$ cat src/rtl/qsys_event_irq.sv
// Event-to-interrupt block: per-channel edge/level capture into PENDING,
// Avalon-MM register file, and registered per-channel interrupt outputs.
//
// Parameters : NCH (event channels, 1..32), ID_VALUE (ID register contents)
// Ports      : csi_MCLK_clk          clock, rising edge
//              rsi_MRST_reset_n      synchronous active-low reset
//              coe_EVT_in            raw event lines [NCH-1:0]
//              avs_S1_*              Avalon-MM slave (address, read, write,
//                                    writedata, byteenable, readdata,
//                                    readdatavalid, waitrequest)
//              ins_EVENTS_irq        per-channel interrupt [NCH-1:0]
// Build macro: QSYS_EVENT_IRQ_SYNC_EN adds a two-flop input synchronizer.
module qsys_event_irq #(
    parameter int          NCH      = 10,
    parameter logic [31:0] ID_VALUE = 32'h51A0_0001
) (
    input  logic           csi_MCLK_clk,
    input  logic           rsi_MRST_reset_n,
    input  logic [NCH-1:0] coe_EVT_in,
    input  logic [2:0]     avs_S1_address,
    input  logic           avs_S1_read,
    input  logic           avs_S1_write,
    input  logic [31:0]    avs_S1_writedata,
    input  logic [3:0]     avs_S1_byteenable,
    output logic [31:0]    avs_S1_readdata,
    output logic           avs_S1_readdatavalid,
    output logic           avs_S1_waitrequest,
    output logic [NCH-1:0] ins_EVENTS_irq
);

    logic [NCH-1:0] pending;
    logic [NCH-1:0] enable;
    logic [NCH-1:0] mode;
    logic [NCH-1:0] polarity;
    logic [NCH-1:0] evt_s;
    logic [NCH-1:0] cond;
    logic [NCH-1:0] cond_d;
    logic [NCH-1:0] detect;
    logic [NCH-1:0] set_vec;
    logic [NCH-1:0] clr_vec;
    logic [NCH-1:0] bmask;
    logic [NCH-1:0] wdata;
    logic [31:0]    lane_mask;
    logic [31:0]    rdata;
    logic [31:0]    rdata_q;
    logic           rvalid_q;
    logic           supp;
    logic           rd_acc;
    logic           wr_pend;
    logic           wr_en;
    logic           wr_mode;
    logic           wr_pol;
    logic           wr_set;
    logic           unused_bits;

`ifdef QSYS_EVENT_IRQ_SYNC_EN
    logic [NCH-1:0] sync1;
    logic [NCH-1:0] sync2;

    always_ff @(posedge csi_MCLK_clk) begin
        if (!rsi_MRST_reset_n) begin
            sync1 <= '0;
            sync2 <= '0;
        end else begin
            sync1 <= coe_EVT_in;
            sync2 <= sync1;
        end
    end

    assign evt_s = sync2;
`else
    assign evt_s = coe_EVT_in;
`endif

    assign lane_mask = {{8{avs_S1_byteenable[3]}}, {8{avs_S1_byteenable[2]}},
                        {8{avs_S1_byteenable[1]}}, {8{avs_S1_byteenable[0]}}};
    assign bmask     = lane_mask[NCH-1:0];
    assign wdata     = avs_S1_writedata[NCH-1:0] & bmask;

    assign unused_bits = ^{avs_S1_writedata, lane_mask};

    // A read strobe that coincides with a write is discarded.
    assign rd_acc  = avs_S1_read && !avs_S1_write;
    assign wr_pend = avs_S1_write && (avs_S1_address == 3'd1);
    assign wr_en   = avs_S1_write && (avs_S1_address == 3'd2);
    assign wr_mode = avs_S1_write && (avs_S1_address == 3'd3);
    assign wr_pol  = avs_S1_write && (avs_S1_address == 3'd4);
    assign wr_set  = avs_S1_write && (avs_S1_address == 3'd5);

    assign cond = evt_s ^ polarity;

    // Edge detection is blanked for one cycle after reset release and after
    // any MODE/POLARITY write, so the delayed copy catches up first.
    assign detect  = (mode & cond) | (~mode & cond & ~cond_d & {NCH{~supp}});
    assign set_vec = detect | (wr_set ? wdata : '0);
    assign clr_vec = wr_pend ? wdata : '0;

    always_comb begin
        rdata = '0;
        unique case (avs_S1_address)
            3'd0:    rdata = 32'(cond);
            3'd1:    rdata = 32'(pending);
            3'd2:    rdata = 32'(enable);
            3'd3:    rdata = 32'(mode);
            3'd4:    rdata = 32'(polarity);
            3'd6:    rdata = ID_VALUE;
            default: rdata = '0;
        endcase
    end

    always_ff @(posedge csi_MCLK_clk) begin
        if (!rsi_MRST_reset_n) begin
            pending        <= '0;
            enable         <= '0;
            mode           <= '0;
            polarity       <= '0;
            cond_d         <= '0;
            supp           <= 1'b1;
            rdata_q        <= '0;
            rvalid_q       <= 1'b0;
            ins_EVENTS_irq <= '0;
        end else begin
            // Set wins over a same-cycle write-1-to-clear.
            pending  <= (pending & ~clr_vec) | set_vec;
            if (wr_en)
                enable <= (enable & ~bmask) | wdata;
            if (wr_mode)
                mode <= (mode & ~bmask) | wdata;
            if (wr_pol)
                polarity <= (polarity & ~bmask) | wdata;
            cond_d         <= cond;
            supp           <= wr_mode || wr_pol;
            rdata_q        <= rd_acc ? rdata : '0;
            rvalid_q       <= rd_acc;
            ins_EVENTS_irq <= pending & enable;
        end
    end

    // Gating with reset drops a response whose strobe preceded reset.
    assign avs_S1_readdatavalid = rvalid_q && rsi_MRST_reset_n;
    assign avs_S1_readdata      = rsi_MRST_reset_n ? rdata_q : '0;
    assign avs_S1_waitrequest   = 1'b0;

endmodule

$ cat config.mk
export PLATFORM = sky130hd
export DESIGN_NAME = qsys_event_irq
export DESIGN_NICKNAME = d
export VERILOG_FILES = /design/src/rtl/qsys_event_irq.sv
export SDC_FILE = /design/constraint.sdc
export NUM_CORES = 1
export LEC_CHECK = 0
export ABC_CLOCK_PERIOD_IN_PS = 1570
export BUFFER_PORTS_ARGS = -buffer_cell sky130_fd_sc_hd__buf_2
export CAP_MARGIN = 5
export CORE_UTILIZATION = 40
export CTS_CLUSTER_SIZE = 16
export DETAILED_ROUTE_END_ITERATION = 16
export SKIP_LAST_GASP = 1
export SYNTH_ARGS = -nofsm -noshare
export SYNTH_HDL_FRONTEND = slang
export SYNTH_SLANG_ARGS = --single-unit
$ cat constraint.sdc
create_clock -name csi_MCLK_clk -period 1.57 [get_ports csi_MCLK_clk]
set_input_delay 0 -clock csi_MCLK_clk [delete_from_list [all_inputs] [get_ports csi_MCLK_clk]]
set_output_delay 0 -clock csi_MCLK_clk [all_outputs]
set_load 0.01 [all_outputs]
==> run summary <==
The maximum achievable frequency came out at 688 MHz. The number of cell rows is 32. The total wire length is 8090 um.

The CTS H-tree depth came out at 3. For this run, the detailed router's first-pass iteration total came to 5. The worst clock skew came out at around 8.4 ps. The die is 92.7 um wide. The required time of the critical path is approximately 1800 ps.

The count of flip-flops with a built-in enable after synthesis came out at 0. The arrival time of data at the critical path endpoint is roughly 1700 ps. The number of pins with negative max-slew slack in the final report is 0. The min-delay analysis places its worst path in the category in -> reg.

In this run, post-CTS repair resized a total of 0 instances. The kind of critical path is in -> reg. The area inside the core boundary came out at 0.00785 sq mm. The synthesized area per cell came out at 9.09 sq um.

The setup fix buffers added after clock tree synthesis is 0. Port buffering added 54 buffers. The fraction of post-synthesis cell area in the top cell type by area is between 40% and 50%. From synthesis to final layout, the design area changed by 23.5%. Of all nets on the critical path, the largest fanout is 8. The overall global routing resource usage came out at about a fifth. The fill cell instance count of the final layout came out at approximately 780. Dividing the detail-routed wire length by the instance count gives between 10 and 15 um. The final setup violation count came out at 0. The utilization of the core after routing is about half. The Yosys step of the flow raised 0 warnings. The initial core utilization came out at between 40% and 50%. The CTS root buffer is clkbuf_8. Synthesis produced a netlist whose cell count is between 300 and 400. 97 I/O pins were placed. The leakage component of the power came out at 0.00177 uW.

The power per unit of standard cell area came out at 933 mW/mm^2. The TritonCTS clock tree is built. The final HPWL from detailed placement came out at between 5000 and 6000 um. Setup repair after global routing left no endpoint under its margin. The net count of the finished layout came out at roughly 500. Among all flip-flop cells after synthesis, the most frequent one is dfxtp_1. The area of the die is 0.00859 sq mm. From bottom edge to top edge, the die measures around 93 um. The largest net degree at the start of global routing is 41.

The repair_antennas step left the layout with diodes totalling 0. Of all cell types, the one taking the most synthesized area is dfxtp_1. Synthesis inferred 73 register bits.

The latest clock arrival within the worst-skew pair came out at approximately 350 ps. The library cells used most frequently in the layout, excluding fill and tap cells, are 73 x dfxtp_1, 54 x buf_2, 34 x nor2_1. The DRC violation count after routing came out at 0. The clock sink count is between 70 and 80.

The mapped netlist covers roughly 0.0033 sq mm. The post-synthesis cell type count is 36. The most common cell after layout, fill and taps aside is dfxtp_1. The share of post-route cells with drive strength above 1 came out at between 20% and 30%. The total of max-cap violations is 0. The first-pass GRT wire length came out at ~13000 um.

The share of the Yosys chip area taken by registers is about 44%. The hold violation total from the final report was 0. Buffers inserted during clock tree synthesis total 9. The number of routed nets with antenna violations came out at 0. The share of flip-flops with an asynchronous set or reset came out at 0%. The kind of capture point of the worst setup path is a register. The post-route clock period utilization is between 90% and 100%. The initial antenna violation count is 0. The via density per instance came out at roughly 5.1. The maximum number of buffers from clock root to sink came out at 2. Ranked by total cell area, the synthesized netlist is headed by dfxtp_1 44%, mux2i_1 6.7%, buf_4 5.2%.

The worst-case IR drop observed on VDD is between 0.0003 and 0.0004 V. Subtracting the final worst setup slack from the clock period gives ~1500 ps. The total via count after detailed routing is 2788. The detailed router finished its first iteration with around 200 violations. The kind of launch point of the worst setup path is an input port. The clock transition at the register clock pins on the worst setup and hold paths after CTS is 80 ps. Setup total negative slack on the finished layout was measured at 0 ps. The last weighted congestion value of the routability-driven placer came out at roughly 0.82. The number of global-route vias before repair is roughly 2800. The total overflow reported by the global router came out at 0. The run finished with clean final reports.
-- timing repair --
item                                    4_1_cts  5_1_grt
hold buffers                                 18        0
hold endpoints to repair                     46        0
endpoints found under the setup margin        0        0
-- metal layers --
layer / global-route usage [%] / routed length [um] / vias to the layer above
li1: - / - / 1363
met1: 24.2 / 3550 / 1307
met2: 34.5 / 3860 / 102
met3: 4.68 / 488 / 16
met4: 8.85 / 199 / 0
met5: 0 / 0 / -
-- stage by stage --
step           setup slack, ps  hold slack, ps  area, sq um  cells  power (uW)
3_3_place_gp               244             283         3690    518        2340
5_1_grt                   44.2            7.58         4060    552        3960
6_report                   116            4.99         4060    552        3790
3_5_place_dp               188             290         3690    518        2350
4_1_cts                    144            2.08         4060    552        3820
2_1_floorplan              455            93.7         3350    379        2230
-- cell usage after synthesis (2+ instances only) --
master / number
a21oi_1: 14
a222oi_1: 2
a22oi_1: 8
a31oi_1: 6
and2_1: 22
and3_1: 12
buf_2: 2
buf_4: 23
clkbuf_1: 13
dfxtp_1: 73
inv_1: 7
mux2_2: 9
mux2i_1: 22
nand2_1: 21
nand3_1: 3
nand4_1: 4
nor2_1: 34
nor2b_1: 14
nor3_1: 3
nor3_4: 2
o21ai_0: 28
o21bai_1: 2
o22ai_1: 8
xnor2_1: 9
xor2_1: 10
-- critical path: stages --
cell	delay (ps)
dlygate4sd3_1	520
buf_2	120
inv_2	40
nor3b_2	370
nand2_1	400
o22ai_1	280
-- final timing paths --
kind | start | end | slack [ps] | cells after the start
hold reg to reg | register | register | 500 | 2
setup reg to reg | supp | pending[6] | 300 | 3
hold / removal | avs_S1_write | supp | 5 | 3
setup / recovery | rsi_MRST_reset_n | rdata_q[9] | 120 | 6
-- kinds of logic (layout without fill, tap and decap cells) --
logic type / count (synthesis) / after routing / share of synthesized area, %
AND/OR/NAND/NOR: 121 / 121 / 20.1
flip-flops: 73 / 73 / 44.4
AO/OA/AOI/OAI: 70 / 70 / 12.4
buffers and inverters: 47 / 118 / 8.10
multiplexers: 31 / 31 / 9.78
XOR/XNOR: 19 / 19 / 5.06
other: 1 / 18 / 0.114
-- power breakdown --
part | switching [uW] | total (uW) | internal, uW | leakage, uW
clock network | 675 | 1450 | 775 | 0.0000974
logic | 226 | 404 | 179 | 0.00108
registers | 33.1 | 1940 | 1900 | 0.000594
-- final cells by class --
cell class / count / area (sq um) / area share (%)
clock buffer: 13 / 149 / 3.67
clock inverter: 3 / 40.0 / 0.986
inverter: 8 / 30.0 / 0.739
multi-input combinational: 259 / 1630 / 40.0
sequential: 73 / 1460 / 36.0
tap: 102 / 128 / 3.14
timing repair buffer: 94 / 628 / 15.5
No activity file was read; power rests on OpenSTA's default activity.
